==> src/rtl/npn_tt_sequencer.sv <==
// npn_tt_sequencer: walks the 16 minterms of an external 4-input function,
// applying an input-negation mask on the way out and an output negation on
// the way back. The resulting truth table is published on tt when the scan
// completes.
//
// Optional feature: define NPN_TT_SEQUENCER_CMP_EN to add the exp_tt input
// and the match output. With the macro defined, the captured table is
// compared against an expected table that is latched at start.
module npn_tt_sequencer #(
  parameter int SETTLE = 1
) (
  input  logic        clk,
  input  logic        rst_n,
  input  logic        start,
  input  logic        abort,
  input  logic [3:0]  neg_mask,
  input  logic        out_neg,
  output logic [3:0]  x,
  input  logic        y,
  output logic        busy,
  output logic        done,
  output logic [15:0] tt
`ifdef NPN_TT_SEQUENCER_CMP_EN
  ,
  input  logic [15:0] exp_tt,
  output logic        match
`endif
);

  typedef enum logic [1:0] {
    IDLE   = 2'd0,
    DRIVE  = 2'd1,
    SAMPLE = 2'd2,
    DONE   = 2'd3
  } state_e;

  // With SETTLE=0 the DRIVE phase disappears and each minterm is a single
  // SAMPLE cycle.
  localparam bit         SKIP_DRIVE  = (SETTLE == 0);
  localparam logic [3:0] SETTLE_LAST = (SETTLE == 0) ? 4'd0 : 4'(SETTLE - 1);
  localparam state_e     FIRST_PHASE = SKIP_DRIVE ? SAMPLE : DRIVE;

  state_e      state_q, state_d;
  logic [3:0]  idx_q, idx_d;
  logic [3:0]  settle_q, settle_d;
  logic [3:0]  mask_q, mask_d;
  logic        out_neg_q, out_neg_d;
  logic [15:0] shadow_q, shadow_d;
  logic [15:0] tt_q, tt_d;
`ifdef NPN_TT_SEQUENCER_CMP_EN
  logic [15:0] exp_q, exp_d;
  logic        match_q, match_d;
`endif

  // Next-state logic: sequence the minterm walk and decide what each
  // register captures.
  always_comb begin
    // NOTE: every target gets a default before the case statement. This
    // means any path that does not assign a signal simply holds its value,
    // instead of inferring a latch.
    state_d   = state_q;
    idx_d     = idx_q;
    settle_d  = settle_q;
    mask_d    = mask_q;
    out_neg_d = out_neg_q;
    shadow_d  = shadow_q;
    tt_d      = tt_q;
`ifdef NPN_TT_SEQUENCER_CMP_EN
    exp_d     = exp_q;
    match_d   = match_q;
`endif

    unique case (state_q)
      IDLE: begin
        // start wins over a simultaneous abort, because abort means nothing here.
        if (start) begin
          mask_d    = neg_mask;
          out_neg_d = out_neg;
          idx_d     = 4'd0;
          settle_d  = 4'd0;
          shadow_d  = '0;
`ifdef NPN_TT_SEQUENCER_CMP_EN
          exp_d     = exp_tt;
`endif
          state_d   = FIRST_PHASE;
        end
      end

      DRIVE: begin
        if (abort) begin
          settle_d = 4'd0;
          shadow_d = '0;
          state_d  = IDLE;
        end else if (settle_q == SETTLE_LAST) begin
          settle_d = 4'd0;
          state_d  = SAMPLE;
        end else begin
          settle_d = settle_q + 4'd1;
        end
      end

      SAMPLE: begin
        if (abort) begin
          // abort beats the sample write, and the partial table is dropped.
          shadow_d = '0;
          state_d  = IDLE;
        end else begin
          // The shadow is indexed by the un-negated minterm. Applying the
          // mask on x is what makes this an NPN transform of the table.
          shadow_d[idx_q] = y ^ out_neg_q;
          if (idx_q == 4'd15) begin
            // tt and match are loaded on the edge that enters DONE, so they
            // are already valid while done is high.
            tt_d    = shadow_d;
`ifdef NPN_TT_SEQUENCER_CMP_EN
            match_d = (shadow_d == exp_q);
`endif
            state_d = DONE;
          end else begin
            idx_d   = idx_q + 4'd1;
            state_d = FIRST_PHASE;
          end
        end
      end

      DONE: begin
        state_d = IDLE;
      end

      default: begin
        state_d = IDLE;
      end
    endcase
  end

  // State and datapath registers, cleared asynchronously.
  always_ff @(posedge clk or negedge rst_n) begin
    // NOTE: sequential state is updated with non-blocking assignments only.
    // This way every flop samples its pre-edge value.
    if (!rst_n) begin
      state_q   <= IDLE;
      idx_q     <= 4'd0;
      settle_q  <= 4'd0;
      mask_q    <= 4'd0;
      out_neg_q <= 1'b0;
      // NOTE: the 16-entry shadow table is plain flops, not a RAM. Because of
      // that it can be reset, and it is, so a scan never sees stale bits.
      shadow_q  <= '0;
      tt_q      <= '0;
    end else begin
      state_q   <= state_d;
      idx_q     <= idx_d;
      settle_q  <= settle_d;
      mask_q    <= mask_d;
      out_neg_q <= out_neg_d;
      shadow_q  <= shadow_d;
      tt_q      <= tt_d;
    end
  end

`ifdef NPN_TT_SEQUENCER_CMP_EN
  // Expected-table latch and comparison result.
  always_ff @(posedge clk or negedge rst_n) begin
    if (!rst_n) begin
      exp_q   <= '0;
      match_q <= 1'b0;
    end else begin
      exp_q   <= exp_d;
      match_q <= match_d;
    end
  end

  assign match = match_q;
`endif

  // Outputs are decoded from the registered state. A reset therefore clears
  // x and busy immediately.
  assign busy = (state_q == DRIVE) || (state_q == SAMPLE);
  assign x    = busy ? (idx_q ^ mask_q) : 4'd0;
  assign done = (state_q == DONE);
  assign tt   = tt_q;

endmodule

==> config.mk <==
export PLATFORM = sky130hd
export DESIGN_NAME = npn_tt_sequencer
export DESIGN_NICKNAME = d
export VERILOG_FILES = /design/src/rtl/npn_tt_sequencer.sv
export SDC_FILE = /design/constraint.sdc
export NUM_CORES = 1
export LEC_CHECK = 0
export CAP_MARGIN = 10
export CELL_PAD_IN_SITES_DETAIL_PLACEMENT = 1
export CELL_PAD_IN_SITES_GLOBAL_PLACEMENT = 1
export CORE_AREA = 2 2 89 70
export CTS_BUF_LIST = sky130_fd_sc_hd__clkbuf_8
export DETAILED_ROUTE_END_ITERATION = 12
export DIE_AREA = 0 0 91 72
export GPL_TIMING_DRIVEN = 0
export PLACE_DENSITY_LB_ADDON = 0.15
export SYNTH_ARGS = -nofsm -noshare
export SYNTH_HDL_FRONTEND = slang
export SYNTH_SLANG_ARGS = --single-unit
==> constraint.sdc <==
create_clock -name clk -period 2.2 [get_ports clk]
set_clock_uncertainty 0.05 [all_clocks]
set_input_delay 0.44 -clock clk [delete_from_list [all_inputs] [get_ports clk]]
set_output_delay 0.44 -clock clk [all_outputs]
set_load 0.05 [all_outputs]
==> flow_metrics.tcl, run 1 <==
set metrics [dict create \
    startpoint_type "flop" \
    max_freq_mhz 479.0 \
    synth_xor_xnor_area_share_pct 1.816 \
    nNetsFinal 314 \
    synth_seq_cells 46 \
    clk_path_buf_depth 2 \
    syn_inst 255 \
    ant_nets 0 \
    die_h_um 72 \
    remaining_drc_errors 0 \
    p_leak_uw 0.001244 \
    rsz0062_at_grt "false" \
    core_um2 5645 \
    cp-end-kind "output port" \
    register_area_um2 1151 \
    drt_iter0_drc 74 \
    drv_slew 0 \
    cap_violations 0 \
    synth-compound-area-share_pct 18.01 \
    die_w_um 91 \
    avgSynthCellArea_um2 9.455 \
    vdd_drop_max_mv 0.8686 \
    worst-slew-pin-transition_ps 539.4 \
    synth_top_family_by_area "simple AND/OR/NAND/NOR gates" \
    finish.utilization_pct 51.60 \
    synth_fa_ha_area_share_pct 5.189 \
    viasPerCell 5.278 \
    maxSlewHeadroom_pct 63.77 \
    ys_warn_count 0 \
    num_rows 24 \
    setup_viol 0 \
    synthFlopType "dfrtp_1" \
    totalNegativeSetupSlack_ps 0 \
    synth_nets 275 \
    dpl.hpwl_mm 4.337 \
    fin_area_um2 2913 \
    drive_gt1_share_pct 12.29 \
    critPathKind "flop to output port" \
    final_hold_viol_count 6 \
    powerDensity_nw_per_um2 965.0 \
    io_buffers 31 \
    wl_mm 5.821 \
    yosys.area_share.simple_pct 18.37 \
    synth_common_cells "dfrtp_1 (46), a21oi_1 (33), inv_1 (21), nand2_1 (21)" \
    cts.sinks 46 \
    cts-root-buf "clkbuf_8" \
    first_pass_iters 4 \
    worst_ep_required_time_ps 1710 \
    grt_pass1_wl_mm 10.38 \
    fill_cells 687 \
    start_util_pct 42.71 \
    synth_edf_count 0 \
    ys_seq_area_share_pct 47.74 \
    io_pins 32 \
    fp.dieArea_um2 6552 \
    cts_tree "yes" \
    outcome "finished with violations" \
    path_clk_slew_ps 80 \
    synthMuxAreaShare_pct 2.335 \
    hold-worst-slack_ps -5.673 \
    fin_crit_sh_pct 94.89 \
    hold_buffers 0 \
    synth_area_leaders "dfrtp_1 (48%), a21oi_1 (6.9%), ha_1 (5.2%), o21ai_0 (3.9%), o22ai_1 (3.9%)" \
    syn-cell-area_um2 2411 \
    postCtsSetupBuffers 0 \
    cts_inserted_buffers 5 \
    grt_max_degree 32 \
    synth.largest_area_cell "dfrtp_1" \
    hold_class "input pin to async pin" \
    ys_types 36 \
    antenna_found_initial 0 \
    multi_input_area_um2 1110 \
    antenna_cells 0 \
    async_flop_share_pct 100.0 \
    routabilityCongestion 0.7569 \
    synth_top_area_share_pct 47.74 \
    wl_per_cell_um 15.69 \
    num_vias 1958 \
    grt.total_usage_pct 19.82 \
    htree_levels 2 \
    clk_latency_ps 300 \
    grt_overflow_total 0 \
    cp_max_fo 10 \
    fin_crit_ps 2088 \
    first_global_vias 2095 \
    synth_most_common_cell "dfrtp_1" \
    violations "negative hold slack" \
    area.growth.synth_to_final_pct 20.81 \
    placed_area_um2 2834 \
    cp.arrival_ps 1600 \
]
## flip-flops by register name, indices dropped and copies added, names as in the netlist
signal     cells
shadow_q      15
idx_q          4
tt            16
out_neg_q      1
mask_q         4
state_q        2
settle_q       4
## path summary, 6_finish.rpt
| kind | from | end | slack [ps] | depth (start not counted) |
|---|---|---|---|---|
| min in group clk | tt[10] | tt[10] | 430 | 2 |
| max in group asynchronous | rst_n | tt[3] | 1610 | 2 |
| min reg2reg | tt[10] | tt[10] | 430 | 2 |
| max reg2reg | state_q[0] | shadow_q[0] | 180 | 7 |
| min | rst_n | mask_q[2] | -6 | 1 |
| max | idx_q[3] | x[3] | 110 | 5 |
## kinds of logic after synthesis
family / after synthesis
simple gates: 79
buf+inv: 33
xor+xnor: 5
mux: 5
fa+ha+maj: 10
flops: 46
compound gates: 77
## routing by layer
| metal | track usage [%] | wire (um) |
|---|---|---|
| met3 | 3.427 | 158 |
| met2 | 32.10 | 2790 |
| met5 | 0 | 0 |
| met1 | 28.28 | 2837 |
| met4 | 4.545 | 34 |
## per-stage QoR
step / std cells / total power, uW / setup WS [ps] / hold WS, ps
floorplan: 255 / 1993 / 188.2 / 94.41
global placement: 364 / 2334 / -727.9 / 411.9
detailed placement: 365 / 2368 / -324.2 / 336.8
CTS: 371 / 2858 / -0.8443 / 4.187
global route: 371 / 3004 / 1.716 / 20.42
finish: 371 / 2811 / 112.3 / -5.673
## critical path, cell delays in order, from the launching register on
cell      delay (ps)
dfrtp_1          390
clkbuf_2         180
buf_4            200
xor2_1           160
and2_1           150
clkbuf_4         200
## power by group
group	internal [uW]	switching (uW)	leakage, uW
Sequential	922	73.1	0.000629
Combinational	488	810	0.000572
Clock	243	275	0.0000431
Total	1650	1160	0.00124
## repair_timing
item | CTS | global route
endpoints found under the setup margin | 6 | 15
pin swaps | 0 | 1
resized for setup | 22 | 14
## final cells by class
| cell class | count | share of cell area [%] |
|---|---|---|
| well taps | 78 | 3.351 |
| multi-input cells | 176 | 38.10 |
| inverters | 21 | 2.706 |
| clock buffers | 6 | 2.835 |
| flip-flops and latches | 46 | 39.52 |
| repair buffers | 32 | 10.44 |
| plain buffers | 12 | 3.050 |
## cell usage in the layout (no fill, tap or decap), drive strengths merged, types with 2 or more instances in the layout
cell type and n:
dfrtp 46, a21oi 33, clkdlybuf4s50 24, o21ai 22
inv 21, nand2 21, nor2 19, o22ai 15
clkbuf 14, buf 11, ha 10, nand3b 8
nand3 5, mux2 5, nand2b 5, xor2 4
and2 4, or3b 4, nor2b 4, and3 3
or2b 2, a32o 2
(Power assumes the default switching activity.)
==> run 2: changes to the inputs <==
- CAP_MARGIN: 10 -> not set
- PLACE_DENSITY_LB_ADDON: 0.15 -> 0.25
==> flow_metrics.tcl, run 2 (synthesized netlist as in run 1, its figures left out) <==
set metrics [dict create \
    outcome "finished, final reports clean" \
    drt_iter0_drc 46 \
    num_vias 1948 \
    critPathKind "flop to output port" \
    p_sw_uw 1165 \
    antenna_found_initial 0 \
    die_w_um 91 \
    cts.sinks 46 \
    rsz0062_at_grt "false" \
    cts-root-buf "clkbuf_8" \
    worst-slew-pin-transition_ps 540.6 \
    cts_inserted_buffers 5 \
    p_int_uw 1774 \
    grt_pass1_wl_mm 9.977 \
    wl_per_cell_um 15.13 \
    max_freq_mhz 478.4 \
    viasPerCell 5.223 \
    final_hold_viol_count 0 \
    core_um2 5645 \
    first_pass_iters 4 \
    worst_ep_required_time_ps 1710 \
    remaining_drc_errors 0 \
    nNetsFinal 315 \
    fin_crit_ps 2090 \
    cp-end-kind "output port" \
    io_buffers 31 \
    start_util_pct 42.71 \
    setup_slack_ps 109.7 \
    hold_class "flop to flop" \
    wl_mm 5.642 \
    setup_viol 0 \
    largest_reg_flops 16 \
    clk_latency_ps 300 \
    io_pins 32 \
    grt.total_usage_pct 19.08 \
    cts_tree "yes" \
    antenna_cells 0 \
    drv_slew 0 \
    dpl.hpwl_mm 4.135 \
    ant_nets 0 \
    first_global_vias 2064 \
    startpoint_type "flop" \
    htree_levels 2 \
    p_sw_share_pct 39.63 \
    powerDensity_nw_per_um2 995.3 \
    clk_path_buf_depth 2 \
    pwr-share-clk_pct 22.1 \
    seqPwrFrac_pct 33.9 \
    combPwrFrac_pct 44.1 \
    grt_max_degree 38 \
    fin_crit_sh_pct 95.01 \
    routabilityCongestion 0.7583 \
    maxSlewHeadroom_pct 63.69 \
    cap_violations 0 \
    p_leak_uw 0.001261 \
    postCtsSetupBuffers 0 \
    cp.arrival_ps 1600 \
    final_cell_mix "dfrtp_1 (46), a21oi_1 (33), clkdlybuf4s50_1 (24)" \
    path_clk_slew_ps 80 \
    fill_cells 689 \
    die_h_um 72 \
    grt_overflow_total 0 \
    cp_max_fo 10 \
    num_rows 24 \
    fp.dieArea_um2 6552 \
    totalNegativeSetupSlack_ps 0 \
    layout_commonest_cell "dfrtp_1" \
    vdd_drop_max_mv 0.8586 \
    area.growth.synth_to_final_pct 22.47 \
    drive_gt1_share_pct 12.54 \
    pre_cts_ws_ps -323.6 \
]
## run 2: cell count changes in the layout (fill, tap and decap cells not counted)
cell and delta:
dlygate4sd3_1 +1, bufinv_16 +1, clkbuf_4 +2, buf_4 -2
## run 2: layout make-up
class,instances,area [um2],area share (%)
Sequential cell,46,1151,38.98
Clock buffer,6,82.58,2.797
Inverter,21,78.83,2.669
Clock inverter,1,30.03,1.017
Multi-Input combinational cell,176,1110,37.58
Tap cell,78,97.59,3.305
Buffer,12,88.84,3.008
Timing Repair Buffer,33,314.1,10.64
## run 2: routing by layer
metal | track usage [%] | vias up | part of all wire (%) | wire length, um
li1 | - | 962 | - | -
met5 | 0 | - | 0 | 0
met4 | 4.545 | 0 | 0.87 | 49
met2 | 31.52 | 32 | 45 | 2566
met1 | 26.66 | 948 | 51 | 2857
met3 | 3.219 | 6 | 3.0 | 168
## run 2: worst max-delay path, stage by stage, from the launching register on
cell      delay, ps
dfrtp_1         390
clkbuf_2        170
clkbuf_4        220
xor2_1          170
and2_1          150
clkbuf_4        200
## run 2: per-stage QoR
| stage | power, uW | hold WS (ps) | cells | cell area [um2] | util (%) |
|---|---|---|---|---|---|
| after detailed placement | 2362 | 283.0 | 365 | 2834 | 50.20 |
| after global placement | 2324 | 412.4 | 364 | 2819 | 49.93 |
| after floorplan | 1993 | 94.41 | 255 | 2411 | - |
| after CTS | 2969 | 438.2 | 373 | 2949 | 52.24 |
| after global routing | 3119 | 488.4 | 373 | 2953 | 52.31 |
| final | 2939 | 431.4 | 373 | 2953 | 52.31 |
## run 2: power groups by stage
stage	Combinational [uW]	Sequential (uW)	Clock (uW)
after global routing	1420	1010	688
after detailed placement	1350	1010	0
after CTS	1310	993	663
final	1290	996	648
after global placement	1320	1000	0
after floorplan	1000	991	0
## run 2: worst paths after layout
| kind | startpoint | depth (start not counted) | slack [ps] | to |
|---|---|---|---|---|
| worst min-delay path | tt[2] | 2 | 430 | tt[2] |
| min in group asynchronous | rst_n | 2 | 490 | out_neg_q |
| worst max-delay path | idx_q[3] | 5 | 110 | x[3] |
| worst max register to register | state_q[0] | 7 | 180 | shadow_q[0] |
| max in group asynchronous | rst_n | 3 | 1130 | idx_q[3] |
| worst min register to register | tt[2] | 2 | 430 | tt[2] |
## run 2: repair_timing
item,4_1_cts,5_1_grt
resized for setup,20,15
endpoints found under the hold margin,9,0
cloned,0,0
setup endpoints to repair,6,21
pin swaps,0,1
hold buffers,1,0
==> run 3: changes to the inputs <==
- MAX_ROUTING_LAYER: not set -> met4
==> flow_metrics.tcl, run 3 (synthesized netlist as in run 1, its figures left out) <==
set metrics [dict create \
    fp.dieArea_um2 6552 \
    layout_commonest_cell "dfrtp_1" \
    path_clk_slew_ps 80 \
    die_h_um 72 \
    viasPerCell 5.228 \
    drive_gt1_share_pct 12.54 \
    final_cell_mix "dfrtp_1 (46), a21oi_1 (33), clkdlybuf4s50_1 (24)" \
    die_w_um 91 \
    io_pins 32 \
    num_rows 24 \
    htree_levels 2 \
    placed_area_um2 2834 \
    grt_pass1_wl_mm 9.984 \
    drt_iter0_drc 63 \
    routabilityCongestion 0.7682 \
    setup_viol 0 \
    dpl.hpwl_mm 4.135 \
    cts_inserted_buffers 5 \
    largest_reg_flops 16 \
    cts-root-buf "clkbuf_8" \
    fin_crit_sh_pct 94.92 \
    fin_crit_ps 2088 \
    area.growth.synth_to_final_pct 22.47 \
    cp_max_fo 10 \
    regToRegSetupSlack_ps 180 \
    cp-end-kind "output port" \
    remaining_drc_errors 0 \
    hold-worst-slack_ps 430.8 \
    placedCellCount 365 \
    clk_path_buf_depth 2 \
    max_freq_mhz 478.9 \
    grt_overflow_total 0 \
    core_um2 5645 \
    critPathKind "flop to output port" \
    clk_latency_ps 300 \
    num_vias 1950 \
    grt.total_usage_pct 19.67 \
    hold_class "flop to flop" \
    wl_mm 5.622 \
    final_hold_viol_count 0 \
    cap_violations 0 \
    vdd_drop_max_mv 0.8588 \
    finalNonFillerCells 373 \
    first_pass_iters 4 \
    start_util_pct 42.71 \
    ant_nets 0 \
    wl_per_cell_um 15.07 \
    cp.arrival_ps 1600 \
    antenna_found_initial 0 \
    io_buffers 31 \
    drv_slew 0 \
    cts.sinks 46 \
    grt_max_degree 38 \
    nNetsFinal 315 \
    fin_area_um2 2953 \
    postCtsSetupBuffers 0 \
    first_global_vias 2065 \
    maxSlewHeadroom_pct 63.66 \
    fill_cells 689 \
    outcome "finished, final reports clean" \
    worst-slew-pin-transition_ps 541.1 \
    cts_tree "yes" \
    p_leak_uw 0.001261 \
    startpoint_type "flop" \
    rsz0062_at_grt "false" \
    powerDensity_nw_per_um2 993.6 \
    worst_ep_required_time_ps 1710 \
    antenna_cells 0 \
]
## run 3: per-stage QoR
stage | worst slack (ps) | setup TNS (ps) | utilization (%) | power [uW]
detailed placement | -323.6 | -2152 | 50.20 | 2362
CTS | 10.55 | 0 | 52.24 | 2969
global route | 2.238 | 0 | 52.31 | 3117
finish | 111.7 | 0 | 52.31 | 2934
floorplan | 188.2 | 0 | - | 1993
global placement | -699.7 | -33040 | 49.93 | 2324
## run 3: what timing repair did
action                     in CTS  in global routing
setup endpoints to repair       6                 21
hold endpoints to repair        9                  0
resized for setup              20                 15
hold buffers                    1                  0
pin swaps                       0                  1
## run 3: worst paths after layout
kind	depth (start not counted)	endpoint	from
max	5	x[3]	idx_q[3]
min	2	tt[2]	tt[2]
max reg2reg	7	shadow_q[0]	state_q[0]
min reg2reg	2	tt[2]	tt[2]
max in group asynchronous	3	shadow_q[5]	rst_n
min in group asynchronous	2	out_neg_q	rst_n
## run 3: per-layer routing
metal / track usage (%) / wire (um)
met5: - / 0
met4: 4.545 / 56
met3: 3.115 / 182
met2: 31.69 / 2580
met1: 26.60 / 2803
## run 3: layout make-up
| type | count | area, um2 | share of cell area, % |
|---|---|---|---|
| clock buffers | 6 | 82.58 | 2.797 |
| well taps | 78 | 97.59 | 3.305 |
| flip-flops and latches | 46 | 1151 | 38.98 |
| clock inverters | 1 | 30.03 | 1.017 |
| multi-input cells | 176 | 1110 | 37.58 |
| repair buffers | 33 | 314.1 | 10.64 |
| inverters | 21 | 78.83 | 2.669 |
| plain buffers | 12 | 88.84 | 3.008 |
## run 3: worst max-delay path, stage by stage (launching register included)
cell and delay (ps):
dfrtp_1 390, clkbuf_2 180, clkbuf_4 220, xor2_1 170
and2_1 150, clkbuf_4 200
## run 3: power breakdown
part	total, uW	internal (uW)	switching (uW)
sequential	996	922	73.6
clock	645	364	282
combinational	1290	488	805
total	2930	1770	1160
